--- config.mk ---
export PLATFORM = sky130hd
export DESIGN_NAME = hazard_ctrl
export DESIGN_NICKNAME = d
export VERILOG_FILES = /design/src/rtl/hazard_ctrl_pkg.sv /design/src/rtl/hazard_ctrl_scoreboard.sv /design/src/rtl/hazard_ctrl.sv
export SDC_FILE = /design/constraint.sdc
export NUM_CORES = 1
export LEC_CHECK = 0
export CORE_ASPECT_RATIO = 0.8
export CORE_MARGIN = 3
export CORE_UTILIZATION = 45
export CTS_CLUSTER_DIAMETER = 100
export DETAILED_ROUTE_END_ITERATION = 8
export DONT_BUFFER_PORTS = 1
export PLACE_DENSITY = 0.68
export RECOVER_POWER = 25
export SYNTH_ARGS = -nofsm -noshare
export SYNTH_HDL_FRONTEND = slang
export SYNTH_HIERARCHICAL = 1
export SYNTH_SLANG_ARGS = --single-unit
--- constraint.sdc ---
create_clock -name clk -period 5.1 [get_ports clk]
set_input_delay 0.765 -clock clk [delete_from_list [all_inputs] [get_ports clk]]
set_output_delay 0.765 -clock clk [all_outputs]
set_load 0.005 [all_outputs]
--- src/rtl/hazard_ctrl_pkg.sv ---
// rtl/hazard_ctrl_pkg.sv - shared widths and FSM encodings for the hazard controller
package hazard_ctrl_pkg;

    localparam int DEF_REG_ADDR_W = 5;
    localparam int FLUSH_CNT_W    = 4;

    typedef enum logic [1:0] {
        HZ_RUN   = 2'd0,
        HZ_STALL = 2'd1,
        HZ_FLUSH = 2'd2
    } hz_state_e;

    // Counter value loaded on a redirect; the redirect cycle itself is the extra flush cycle.
    function automatic logic [FLUSH_CNT_W-1:0] flush_reload(input int cycles);
        return FLUSH_CNT_W'(cycles - 1);
    endfunction

endpackage

--- src/rtl/hazard_ctrl_scoreboard.sv ---
// rtl/hazard_ctrl_scoreboard.sv - pending-write scoreboard with same-cycle writeback bypass
module hz_scoreboard
    import hazard_ctrl_pkg::*;
#(
    parameter int ADDR_W = DEF_REG_ADDR_W
) (
    input  logic                  clk,
    input  logic                  rst_n,
    input  logic                  set_en,
    input  logic [ADDR_W-1:0]     set_addr,
    input  logic                  clr_en,
    input  logic [ADDR_W-1:0]     clr_addr,
    input  logic [ADDR_W-1:0]     rs1,
    input  logic [ADDR_W-1:0]     rs2,
    input  logic [ADDR_W-1:0]     rd,
    output logic                  rs1_pend,
    output logic                  rs2_pend,
    output logic                  rd_pend,
    output logic [(1<<ADDR_W)-1:0] pend
);

    localparam int N = 1 << ADDR_W;

    logic [N-1:0] pend_q;
    logic [N-1:0] set_mask;
    logic [N-1:0] clr_mask;
    logic [N-1:0] pend_eff;

    // Decode set/clear requests; x0 can never become pending, and the writeback clear is
    // applied to the read view so a dependent instruction is released in the wb cycle.
    always_comb begin
        set_mask = '0;
        clr_mask = '0;
        if (set_en) set_mask[set_addr] = 1'b1;
        if (clr_en) clr_mask[clr_addr] = 1'b1;
        set_mask[0] = 1'b0;
        pend_eff    = pend_q & ~clr_mask;
        pend_eff[0] = 1'b0;
    end

    // Update the pending bits; a set on the same register as a clear wins.
    always_ff @(posedge clk or negedge rst_n) begin
        if (!rst_n) begin
            pend_q <= '0;
        end else begin
            pend_q <= (pend_q & ~clr_mask) | set_mask;
        end
    end

    assign rs1_pend = pend_eff[rs1];
    assign rs2_pend = pend_eff[rs2];
    assign rd_pend  = pend_eff[rd];
    assign pend     = pend_q;

endmodule

--- src/rtl/hazard_ctrl.sv ---
// rtl/hazard_ctrl.sv - FE/ID stall and flush sequencer driven by a long-latency scoreboard
module hazard_ctrl
    import hazard_ctrl_pkg::*;
#(
    parameter int REG_ADDR_W   = DEF_REG_ADDR_W,
    parameter int FLUSH_CYCLES = 2
) (
    input  logic                        clk,
    input  logic                        rst_n,
    input  logic                        id_valid,
    input  logic [REG_ADDR_W-1:0]       id_rs1,
    input  logic [REG_ADDR_W-1:0]       id_rs2,
    input  logic [REG_ADDR_W-1:0]       id_rd,
    input  logic                        id_use_rs1,
    input  logic                        id_use_rs2,
    input  logic                        id_long_wr,
    input  logic                        wb_valid,
    input  logic [REG_ADDR_W-1:0]       wb_rd,
    input  logic                        redirect,
    output logic                        stall_fe,
    output logic                        stall_id,
    output logic                        flush_fe,
    output logic                        flush_id,
    output logic [(1<<REG_ADDR_W)-1:0]  pending
);

    localparam logic [FLUSH_CNT_W-1:0] CNT_RELOAD = flush_reload(FLUSH_CYCLES);

    hz_state_e              state;
    logic [FLUSH_CNT_W-1:0] cnt;
    logic                   rs1_pend;
    logic                   rs2_pend;
    logic                   rd_pend;
    logic                   hit;
    logic                   flush;
    logic                   stall;
    logic                   issue;

    hz_scoreboard #(
        .ADDR_W (REG_ADDR_W)
    ) u_scoreboard (
        .clk      (clk),
        .rst_n    (rst_n),
        .set_en   (issue),
        .set_addr (id_rd),
        .clr_en   (wb_valid),
        .clr_addr (wb_rd),
        .rs1      (id_rs1),
        .rs2      (id_rs2),
        .rd       (id_rd),
        .rs1_pend (rs1_pend),
        .rs2_pend (rs2_pend),
        .rd_pend  (rd_pend),
        .pend     (pending)
    );

    // Hazard detection and output decode; a redirect flushes in its own cycle and masks any stall.
    always_comb begin
        hit   = id_valid & ((id_use_rs1 & rs1_pend) |
                            (id_use_rs2 & rs2_pend) |
                            (id_long_wr & rd_pend));
        flush = redirect | (state == HZ_FLUSH);
        stall = hit & ~flush;
        issue = id_valid & id_long_wr & ~stall & ~flush;
    end

    assign stall_fe = stall;
    assign stall_id = stall;
    assign flush_fe = flush;
    assign flush_id = flush;

    // Sequencer state and flush counter; a redirect in any state (re)starts the flush burst.
    always_ff @(posedge clk or negedge rst_n) begin
        if (!rst_n) begin
            state <= HZ_RUN;
            cnt   <= '0;
        end else if (redirect) begin
            state <= HZ_FLUSH;
            cnt   <= CNT_RELOAD;
        end else begin
            case (state)
                HZ_RUN: begin
                    if (hit) state <= HZ_STALL;
                end
                HZ_STALL: begin
                    if (!hit) state <= HZ_RUN;
                end
                HZ_FLUSH: begin
                    if (cnt == '0) state <= HZ_RUN;
                    else           cnt   <= cnt - 1'b1;
                end
                default: state <= HZ_RUN;
            endcase
        end
    end

endmodule

=== Word-level counts from Yosys, hierarchy flattened ===
Cells that the tools add are included.

* Bitwise logic cells: 16
* Reductions and logical operators: 7
* Multiplexer cells: 20
* Divide/modulo/power cells: 0
* Add/subtract/negate cells: 1
* Multiply operators: 0
* Equal/unequal tests: 6
* Order comparisons: 6
* Shifts and indexed selects: 0

{| class="wikitable"
|+ Operator list
! cell !! number
|-
| 32-bit 2-to-1 mux || 2
|-
| 32-bit bitwise AND || 1
|-
| 32-bit NOT || 1
|-
| 32-bit OR || 1
|-
| 5-bit by 6-bit less-than comparator with 1-bit output (second input constant) || 4
|-
| 1-bit binary-select mux with 5-bit select || 3
|-
| 4-bit 2-to-1 mux || 3
|-
| 1-bit demux with 5-bit select || 2
|-
| 5-bit by 1-bit greater-or-equal comparator with 1-bit output (second input constant) || 2
|-
| 1-bit bitwise AND || 8
|-
| 2-bit 2-to-1 mux || 4
|-
| 3-bit != test (second input constant) || 2
|-
| 2-bit one-hot mux with 3 select lines || 1
|-
| 1-bit 2-to-1 mux || 5
|-
| 4-bit logical NOT || 1
|-
| 4-bit by 1-bit subtractor with 4-bit output (second input constant) || 1
|-
| 3-bit by 2-bit != test with 1-bit output (second input constant) || 1
|-
| 1-bit OR || 3
|-
| 3-bit AND reduction || 1
|-
| 2-bit by 1-bit == test with 1-bit output (second input constant) || 1
|-
| 2-bit == test (second input constant) || 1
|-
| 1-bit logical AND || 2
|-
| 2-bit logical NOT || 1
|-
| 2-bit != test (second input constant) || 1
|-
| other kinds (3) || 4
|}

* Input bits: 28
* Memory bits (read-only): 0
* Flip-flop bits (word level): 38
* Logic and storage cells: 59
* Memories kept: 0
* Memory bits (writable): 0
* Latch bits: 0

=== Logic depth before layout (Yosys ltp) ===
Gate-level depths: netlist (run 1).

* Depth after elaboration: 19
* Gate-level depth with buffers: 12

=== Hierarchy ===
The synthesis (run 1) kept the hierarchy.

{| class="wikitable"
|+ By module, submodules not included
! module !! area each (µm²) !! times used !! sequential area each (µm²) !! cells an instance
|-
| hz_scoreboard || 2,561.2 || 1 || 800.8 || 295
|-
| hazard_ctrl || 371.6 || 1 || 150.1 || 37
|}

=== Worst setup path before layout (run 1) ===
OpenSTA, ideal clock, no wires.

* Kind: in2reg
* From: input port wb_valid
* To: register u_scoreboard.pend_q[16] (netlist: u_scoreboard/pend[16])
* Library setup time: 83 ps
* Stages: 11
* Arrival: 3,675 ps
* Path buffers: 1
* Slack: 1,343 ps
* Cells stage by stage: buf_2 or4b_4 o21ai_2 mux2i_1 a211oi_1 nor3_1 o32a_1 a222oi_1 nor4bb_2 or3b_2 o21ai_0

* Cells in the longest elaborated chain, start to end: 15
* Elaborated cells between the ends (all ways): 21
* Those cells by class: mux (8); bitwise (13)

{| class="wikitable"
|+ RTL lines
! item !! line !! source
|-
| from (decl) || hazard_ctrl.sv:17 || <nowiki>input logic wb_valid,</nowiki>
|-
| 32-bit 2-to-1 mux || hazard_ctrl_scoreboard.sv:35 || <nowiki>if (clr_en) clr_mask[clr_addr] = 1'b1;</nowiki>
|-
| 32-bit NOT || hazard_ctrl_scoreboard.sv:37 || <nowiki>pend_eff = pend_q & ~clr_mask;</nowiki>
|-
| 32-bit bitwise AND || hazard_ctrl_scoreboard.sv:37 ||
|-
| 1-bit binary-select mux with 5-bit select || hazard_ctrl_scoreboard.sv:51 || <nowiki>assign rs2_pend = pend_eff[rs2];</nowiki>
|-
| 1-bit 2-to-1 mux (implied by the code) || hazard_ctrl_scoreboard.sv:51 ||
|-
| via rs2_pend || hazard_ctrl.sv:32 || <nowiki>logic rs2_pend;</nowiki>
|-
| 1-bit bitwise AND || hazard_ctrl.sv:60 || <nowiki>(id_use_rs2 & rs2_pend) |</nowiki>
|-
| 1-bit OR || hazard_ctrl.sv:59 || <nowiki>hit = id_valid & ((id_use_rs1 & rs1_pend) |</nowiki>
|-
| 1-bit OR || hazard_ctrl.sv:60 ||
|-
| 1-bit bitwise AND || hazard_ctrl.sv:59 ||
|-
| 1-bit bitwise AND || hazard_ctrl.sv:63 || <nowiki>stall = hit & ~flush;</nowiki>
|-
| 1-bit NOT || hazard_ctrl.sv:64 || <nowiki>issue = id_valid & id_long_wr & ~stall & ~flush;</nowiki>
|-
| 1-bit bitwise AND (2 in series) || hazard_ctrl.sv:64 ||
|-
| via issue || hazard_ctrl.sv:37 || <nowiki>logic issue;</nowiki>
|-
| 32-bit 2-to-1 mux || hazard_ctrl_scoreboard.sv:34 || <nowiki>if (set_en) set_mask[set_addr] = 1'b1;</nowiki>
|-
| 32-bit OR || hazard_ctrl_scoreboard.sv:46 || <nowiki>pend_q <= (pend_q & ~clr_mask) | set_mask;</nowiki>
|-
| to (signal assigned) || hazard_ctrl_scoreboard.sv:46 ||
|-
| to (decl) || hazard_ctrl_scoreboard.sv:24 || <nowiki>logic [N-1:0] pend_q;</nowiki>
|}

The timed path passes the listed nets, and every way through them passes these cells. The select of a mux whose other input is x is not followed.
A chain may end at the register's enable or synchronous reset.

=== Final worst setup path (run 1) ===
* From: input port wb_rd[2]
* To: output port stall_id

* Elaborated cells between the ends (all ways): 21
* Those cells by class: order compare (2); mux (9); bitwise (9); reduce/logical (1)

{| class="wikitable"
|+ RTL lines
! item !! line !! source
|-
| from (decl) || hazard_ctrl.sv:18 || <nowiki>input logic [REG_ADDR_W-1:0] wb_rd,</nowiki>
|-
| 5-bit by 6-bit less-than comparator with 1-bit output (implied by the code) / 5-bit by 1-bit greater-or-equal comparator with 1-bit output (equally long branches) || hazard_ctrl_scoreboard.sv:35 ||
|-
| 1-bit logical AND (implied by the code) || hazard_ctrl_scoreboard.sv:35 ||
|-
| 1-bit 2-to-1 mux (implied by the code) || hazard_ctrl_scoreboard.sv:35 ||
|-
| 1-bit demux with 5-bit select (*) || -- ||
|-
| 32-bit 2-to-1 mux (*) || hazard_ctrl_scoreboard.sv:35 ||
|-
| 32-bit NOT (*) || hazard_ctrl_scoreboard.sv:37 ||
|-
| 32-bit bitwise AND (*) || hazard_ctrl_scoreboard.sv:37 ||
|-
| 1-bit binary-select mux with 5-bit select (*) || hazard_ctrl_scoreboard.sv:52 || <nowiki>assign rd_pend = pend_eff[rd];</nowiki>
|-
| 1-bit 2-to-1 mux (implied by the code) (*) || hazard_ctrl_scoreboard.sv:52 ||
|-
| via rd_pend || hazard_ctrl.sv:33 || <nowiki>logic rd_pend;</nowiki>
|-
| 1-bit bitwise AND (*) || hazard_ctrl.sv:61 || <nowiki>(id_long_wr & rd_pend));</nowiki>
|-
| 1-bit OR (*) || hazard_ctrl.sv:60 ||
|-
| 1-bit bitwise AND (*) || hazard_ctrl.sv:59 ||
|-
| 1-bit bitwise AND (*) || hazard_ctrl.sv:63 ||
|-
| to (decl) || hazard_ctrl.sv:21 || <nowiki>output logic stall_id,</nowiki>
|}

The timed path passes the listed nets; every way through them passes the cells marked *. The select of a mux whose other input is x is not followed.

==> out/summary.txt, run 1 <==
result of the run -> finished, final reports clean
hold slack -> 159.2 ps
Hold-fix buffers, CTS -> 0
Ys Warns -> 6
pins over their slew limit -> 0
largest net degree at the start of global routing -> 39
first-pass GRT wire length -> 15010 um
NetSw -> 229.2 uW
number of port buffers -> 0
Post-Syn Area -> 2933 um2
R2R depth -> 10
share of cells above drive strength 1 -> 10.13%
Yosys reg bits -> 38
Final Cycle Share -> 75.94%
register area -> 950.9 um2
unrepaired setup endpoints after global routing -> no
startpoint types -> input pin
H-tree Lvls -> 2
DR WL/cell -> 24.91 um
fraction of registers with async set/reset -> 100.0%
r2r startpoint -> u_scoreboard/pend[25]
drt first pass iters -> 8
Power Dens Cells -> 267.2 nW/um2
register share of total power -> 44.3%
Least-Margin Pin Slew -> 561.3 ps
Cell Chain, Critical Path -> nand2b_1, o21ai_1, mux4_2, nor2b_1, a2111o_1, a32oi_1, a222oi_1, nor3_1
maximum vdd drop -> 0.1015 mV
Netlist cell types -> 63
GRT Total Usage -> 26.54%
leading cell types by count after synthesis -> o21ai_0 (57), dfrtp_1 (38), mux2i_1 (19)
Int Pwr -> 574.4 uW
Ports -> 64
crit end category -> output port
crit path time final -> 3873 ps
Worst Setup EP -> stall_id
Pleak -> 0.001141 uW
diode count -> 0
area share of the largest cell type after synthesis -> 32.42%
Area Growth Syn to Fin -> 2.560%
Core Box Area -> 6100 um2
post-route ant nets -> 0
crit path from -> wb_rd[2]
Fill cells -> 575
Clock transition at path regs -> 80 ps
DRC errors left -> 0
grt ovf -> 0
r2r setup slk -> 1870 ps
CTS resizes -> 0
slew margin rel. -> 62.46%
Die Ht -> 78.21 um
multi-input logic area -> 1821 um2
slowest stage delay, CP -> 480 ps
area leader, netlist -> dfrtp_1
sequential share of the synthesized area -> 32.42%
cell with the most instances after synthesis -> o21ai_0
Hold Crit Class -> in2async
syn_nets -> 362
initial DRC count -> 360
# nets final -> 346
Clock Tree Buf Depth -> 2
Synth area leaders -> dfrtp_1 (32%), o21ai_0 (9.7%), mux2i_1 (6.5%)
clock latency on the worst-skew pair -> 290 ps
FF-to-FF End -> u_scoreboard/pend[28]
Finished Layout Cells -> 397
Slowest-stage cell, CP -> mux4_2
die area -> 7528 um2
placed cells -> 390
Fmax -> 258.2 MHz
Clock Power Share -> 32.9%
CP max FO -> 12
initial antenna violation count -> 0
Routed WL -> 9890 um
vias in the first global route -> 2700
GP Congestion -> 1.006
Top FF cell, synth -> dfrtp_1
# setup viols final -> 0
Crit Path Category -> in2out
Rows -> 25
Starting Density -> 48.08%
Required @ worst endpoint -> 4340 ps
post-CTS setup buffers -> 0
TritonCTS buffer count -> 5
Clock Sinks -> 38
vias -> 2916
Final Hold Vio Count -> 0
Root Buffer -> clkbuf_8
Logic pwr share -> 22.8%
number of synthesized flops with an enable pin -> 0
Worst Clk Skew -> 8.668 ps
CTS tree -> built
die width -> 96.26 um
Mapped Avg Cell Area -> 8.834 um2
setup TNS -> 0 ps
Cells after Synth -> 332
detailed placer's ending HPWL -> 7101 um
max-cap violations -> 0
via/cell ratio -> 7.345
WP data arrival -> 3110 ps
Sw Share -> 28.52%
[critical path, delay by kind of cell]
family,cells,cell delay (ps)
AOI/OAI and AO/OA,4,920
muxes,1,480
and+or+nand+nor,3,940
[routing by layer]
metal | vias up | part of all wire [%] | GRT usage (%)
li1 | 1239 | - | -
met1 | 1410 | 40 | 38.72
met2 | 234 | 42 | 36.18
met3 | 31 | 15 | 8.238
met4 | 2 | 2.6 | 10.23
met5 | - | 0.16 | 0
[worst min-delay path by stage]
stage	slack (ps)	depth (start not counted)	end
floorplan	410	1	state[0]
global placement	430	1	state[0]
detailed placement	420	1	state[0]
CTS	150	0	u_scoreboard/pend[28]
global route	140	0	u_scoreboard/pend[5]
finish	160	0	state[1]
[logic make-up (layout without fill, tap and decap cells)]
kind of cell	Yosys count	in the layout	synth area share [%]
AND/OR/NAND/NOR	104	104	21.84
AO/OA/AOI/OAI	124	124	26.02
flip-flops	38	38	32.42
buffers and inverters	29	13	5.503
multiplexers	30	30	11.86
XOR/XNOR	5	5	1.493
adder cells (fa/ha/maj)	2	2	0.8531
[power groups by stage]
stage / Clock, uW / Combinational (uW) / Sequential, uW
after floorplan: 0 / 172 / 354
after global placement: 0 / 174 / 362
after detailed placement: 0 / 178 / 362
after CTS: 270 / 178 / 357
after global routing: 284 / 201 / 362
final: 264 / 183 / 356
[cell type report]
type / instances / share of cell area (%)
Multi-Input combinational cell: 265 / 60.52
Sequential cell: 38 / 31.61
Tap cell: 81 / 3.369
Clock buffer: 6 / 2.745
Clock inverter: 1 / 0.9983
Inverter: 6 / 0.7488
[cells in the final DEF, fill, tap and decap left out, types with 3 or more instances in the layout]
cell type,count
nand2_1,16
o21ai_1,8
dfrtp_1,38
nor3_1,18
clkbuf_8,6
or3_1,4
nand4b_1,3
nand3_1,4
o211ai_1,8
a21oi_1,13
o21ai_0,57
nand3b_1,7
xor2_1,3
nor2b_1,6
nand2b_1,12
mux2_2,8
inv_1,5
a211oi_1,4
o221ai_1,5
mux2i_1,19
mux4_2,3
o21ai_2,4
nor2_1,12
o22ai_1,4
[registers in the layout, summed over array words and instances (netlist names)]
register           count
u_scoreboard/pend     32
state                  2
cnt                    4
[stage by stage]
stage               instance area, um2  power, uW  util, %  setup slack (ps)
finish                            3008      803.7    49.31              1227
global route                      3008      846.4    49.31              1128
CTS                               3008      805.4    49.31              1282
detailed placement                2895      539.9    47.47              1095
global placement                  2895      535.3    47.47              1214
floorplan                         2933      525.9        -              1343
Note: power is estimated with default switching activity, not from simulation.
==> inputs of run 2 (changes only) <==
Settings changed: PLACE_DENSITY 0.68 to 0.7.
Clock period 5.1 ns to 3.2 ns, I/O delays scaled along.
==> run 2 against run 1 <==
The flow now finishes with violations (max-capacitance violations, max-slew violations). Clock skew is 2.0 ps higher. Worst hold slack better by 62 ps. Register-to-register slack worse by 1500 ps. First-iteration DRC count increased by 32%. Critical path type unchanged. Largest power group unchanged.
==> out/summary.txt, run 2 (synthesized netlist as in run 1, its figures left out) <==
vias -> 3028 (was 2916)
crit end category -> output port (unchanged)
Root Buffer -> clkbuf_8 (unchanged)
Routed WL -> 10530 um (was 9890 um)
number of port buffers -> 0 (unchanged)
unrepaired setup endpoints after global routing -> yes (was no)
max-cap violations -> 1 (was 0)
largest net degree at the start of global routing -> 39 (unchanged)
# nets final -> 388 (was 346)
Fmax -> 318.2 MHz
TritonCTS buffer count -> 5 (unchanged)
Core Box Area -> 6100 um2 (unchanged)
commonest non-fill, non-tap cell in the layout -> o21ai_0 (unchanged)
Rows -> 25 (unchanged)
Slowest-stage cell, CP -> or4b_4 (was mux4_2)
Least-Margin Pin Slew -> 2062 ps (was 561.3 ps)
number of flip-flops in the largest register -> 32 (unchanged)
maximum vdd drop -> 0.1891 mV (was 0.1015 mV)
Power Dens Cells -> 379.2 nW/um2 (was 267.2 nW/um2)
Clock Tree Buf Depth -> 2 (unchanged)
GRT Total Usage -> 28.05% (was 26.54%)
commonest cells after routing, fill and taps aside -> o21ai_0 (48), buf_4 (40), dfrtp_1 (38) (was o21ai_0 (57), dfrtp_1 (38), mux2i_1 (19))
Hold Crit Class -> in2reg (was in2async)
CP max FO -> 11 (was 12)
DRC errors left -> 0 (unchanged)
Ports -> 64 (unchanged)
grt ovf -> 0 (unchanged)
Worst Clk Skew -> 10.68 ps (was 8.668 ps)
share of cells above drive strength 1 -> 23.12% (was 10.13%)
Required @ worst endpoint -> 2720 ps (was 4340 ps)
drt first pass iters -> 5 (was 8)
Area Growth Syn to Fin -> 15.27% (was 2.560%)
failing checks -> max-capacitance violations, max-slew violations
multi-input logic area -> 1887 um2 (was 1821 um2)
H-tree Lvls -> 2 (unchanged)
Setup WS post-layout -> 57.16 ps (was 1227 ps)
crit path time final -> 3143 ps
Cell Chain, Critical Path -> or4b_4, o21ai_4, mux2_2, nor3b_1, o41ai_2, a32oi_1, a222oi_1, buf_4, nor3_2, buf_4 (was nand2b_1, o21ai_1, mux4_2, nor2b_1, a2111o_1, a32oi_1, a222oi_1, nor3_1)
slew margin rel. -> -37.50% (was 62.46%)
Crit Path Category -> in2out (unchanged)
slowest stage delay, CP -> 570 ps (was 480 ps)
CTS tree -> built (unchanged)
dpl ws -> -295.4 ps (was 1095 ps)
vias in the first global route -> 2865 (was 2700)
first-pass GRT wire length -> 15870 um (was 15010 um)
Top delay family on crit path -> compound AO/OA/AOI/OAI gates (was simple AND/OR/NAND/NOR gates)
hold slack -> 220.8 ps (was 159.2 ps)
Final Cycle Share -> 98.21%
diode count -> 0 (unchanged)
Clock transition at path regs -> 80 ps (about the same)
Fill cells -> 570 (was 575)
WP data arrival -> 2660 ps (was 3110 ps)
startpoint types -> input pin (unchanged)
detailed placer's ending HPWL -> 7447 um (was 7101 um)
Pleak -> 0.001347 uW (was 0.001141 uW)
result of the run -> complete, but fails checks (was finished, final reports clean)
pins over their slew limit -> 39 (was 0)
Die Ht -> 78.21 um (unchanged)
register area -> 950.9 um2 (unchanged)
DR WL/cell -> 23.92 um (was 24.91 um)
post-route ant nets -> 0 (unchanged)
# setup viols final -> 0 (unchanged)
Final Hold Vio Count -> 0 (unchanged)
die width -> 96.26 um (unchanged)
initial DRC count -> 474 (was 360)
Clock Sinks -> 38 (unchanged)
clock latency on the worst-skew pair -> 310 ps (was 290 ps)
GP Congestion -> 0.9794 (was 1.006)
die area -> 7528 um2 (unchanged)
initial antenna violation count -> 0 (unchanged)
count of buffer and inverter cells on the critical path -> 2 (was 0)
crit-path most repeated cell -> buf_4
via/cell ratio -> 6.882 (was 7.345)
Starting Density -> 48.08% (unchanged)
==> run 2: path summary, 6_finish.rpt <==
kind	from	end	slack [ps]	cells past startpoint
setup / recovery	wb_rd[3]	stall_fe	60	10
hold / removal	redirect	cnt[2]	220	1
setup reg to reg	u_scoreboard/pend[25]	u_scoreboard/pend[28]	340	10
hold reg to reg	state[1]	state[0]	430	1
max in group asynchronous	rst_n	u_scoreboard/pend[29]	1260	1
min in group asynchronous	rst_n	cnt[2]	760	1
==> run 2: layout make-up <==
class | instances | area share, %
clock buffer | 6 | 2.443
clock inverter | 2 | 0.3701
inverter | 6 | 0.6662
multi-input combinational | 265 | 55.81
sequential | 38 | 28.13
tap | 81 | 2.998
timing repair buffer | 42 | 9.586
==> run 2: per-layer routing <==
metal,vias to the layer above,part of all wire (%),GRT usage [%]
met2,224,42,39.49
met1,1454,40,39.01
met4,0,2.3,8.807
met3,28,16,11.30
met5,-,0,0
li1,1322,-,-
==> run 2: what timing repair did <==
item | CTS | global route
setup endpoints to repair | 2 | 9
hold buffers | 1 | 0
pin swaps | 3 | 7
resized for setup | 1 | 12
buffers inserted | 3 | 2
endpoints found under the hold margin | 38 | 0
==> run 2: through the flow <==
step / total power, uW / utilization (%) / TNS, ps / cell area [um2] / cells
final: 1282 / 55.43 / 0 / 3381 / 440
after global routing: 1347 / 55.43 / -75.42 / 3381 / 440
after CTS: 1272 / 54.58 / 0 / 3329 / 438
after detailed placement: 897.4 / 52.29 / -5295 / 3189 / 426
after global placement: 887.2 / 52.29 / -3313 / 3189 / 426
after floorplan: 843.8 / - / -1787 / 2950 / 332
==> run 2: where the power goes <==
group	internal, uW	switching, uW
logic	175	178
clock network	173	189
registers	525	41.9
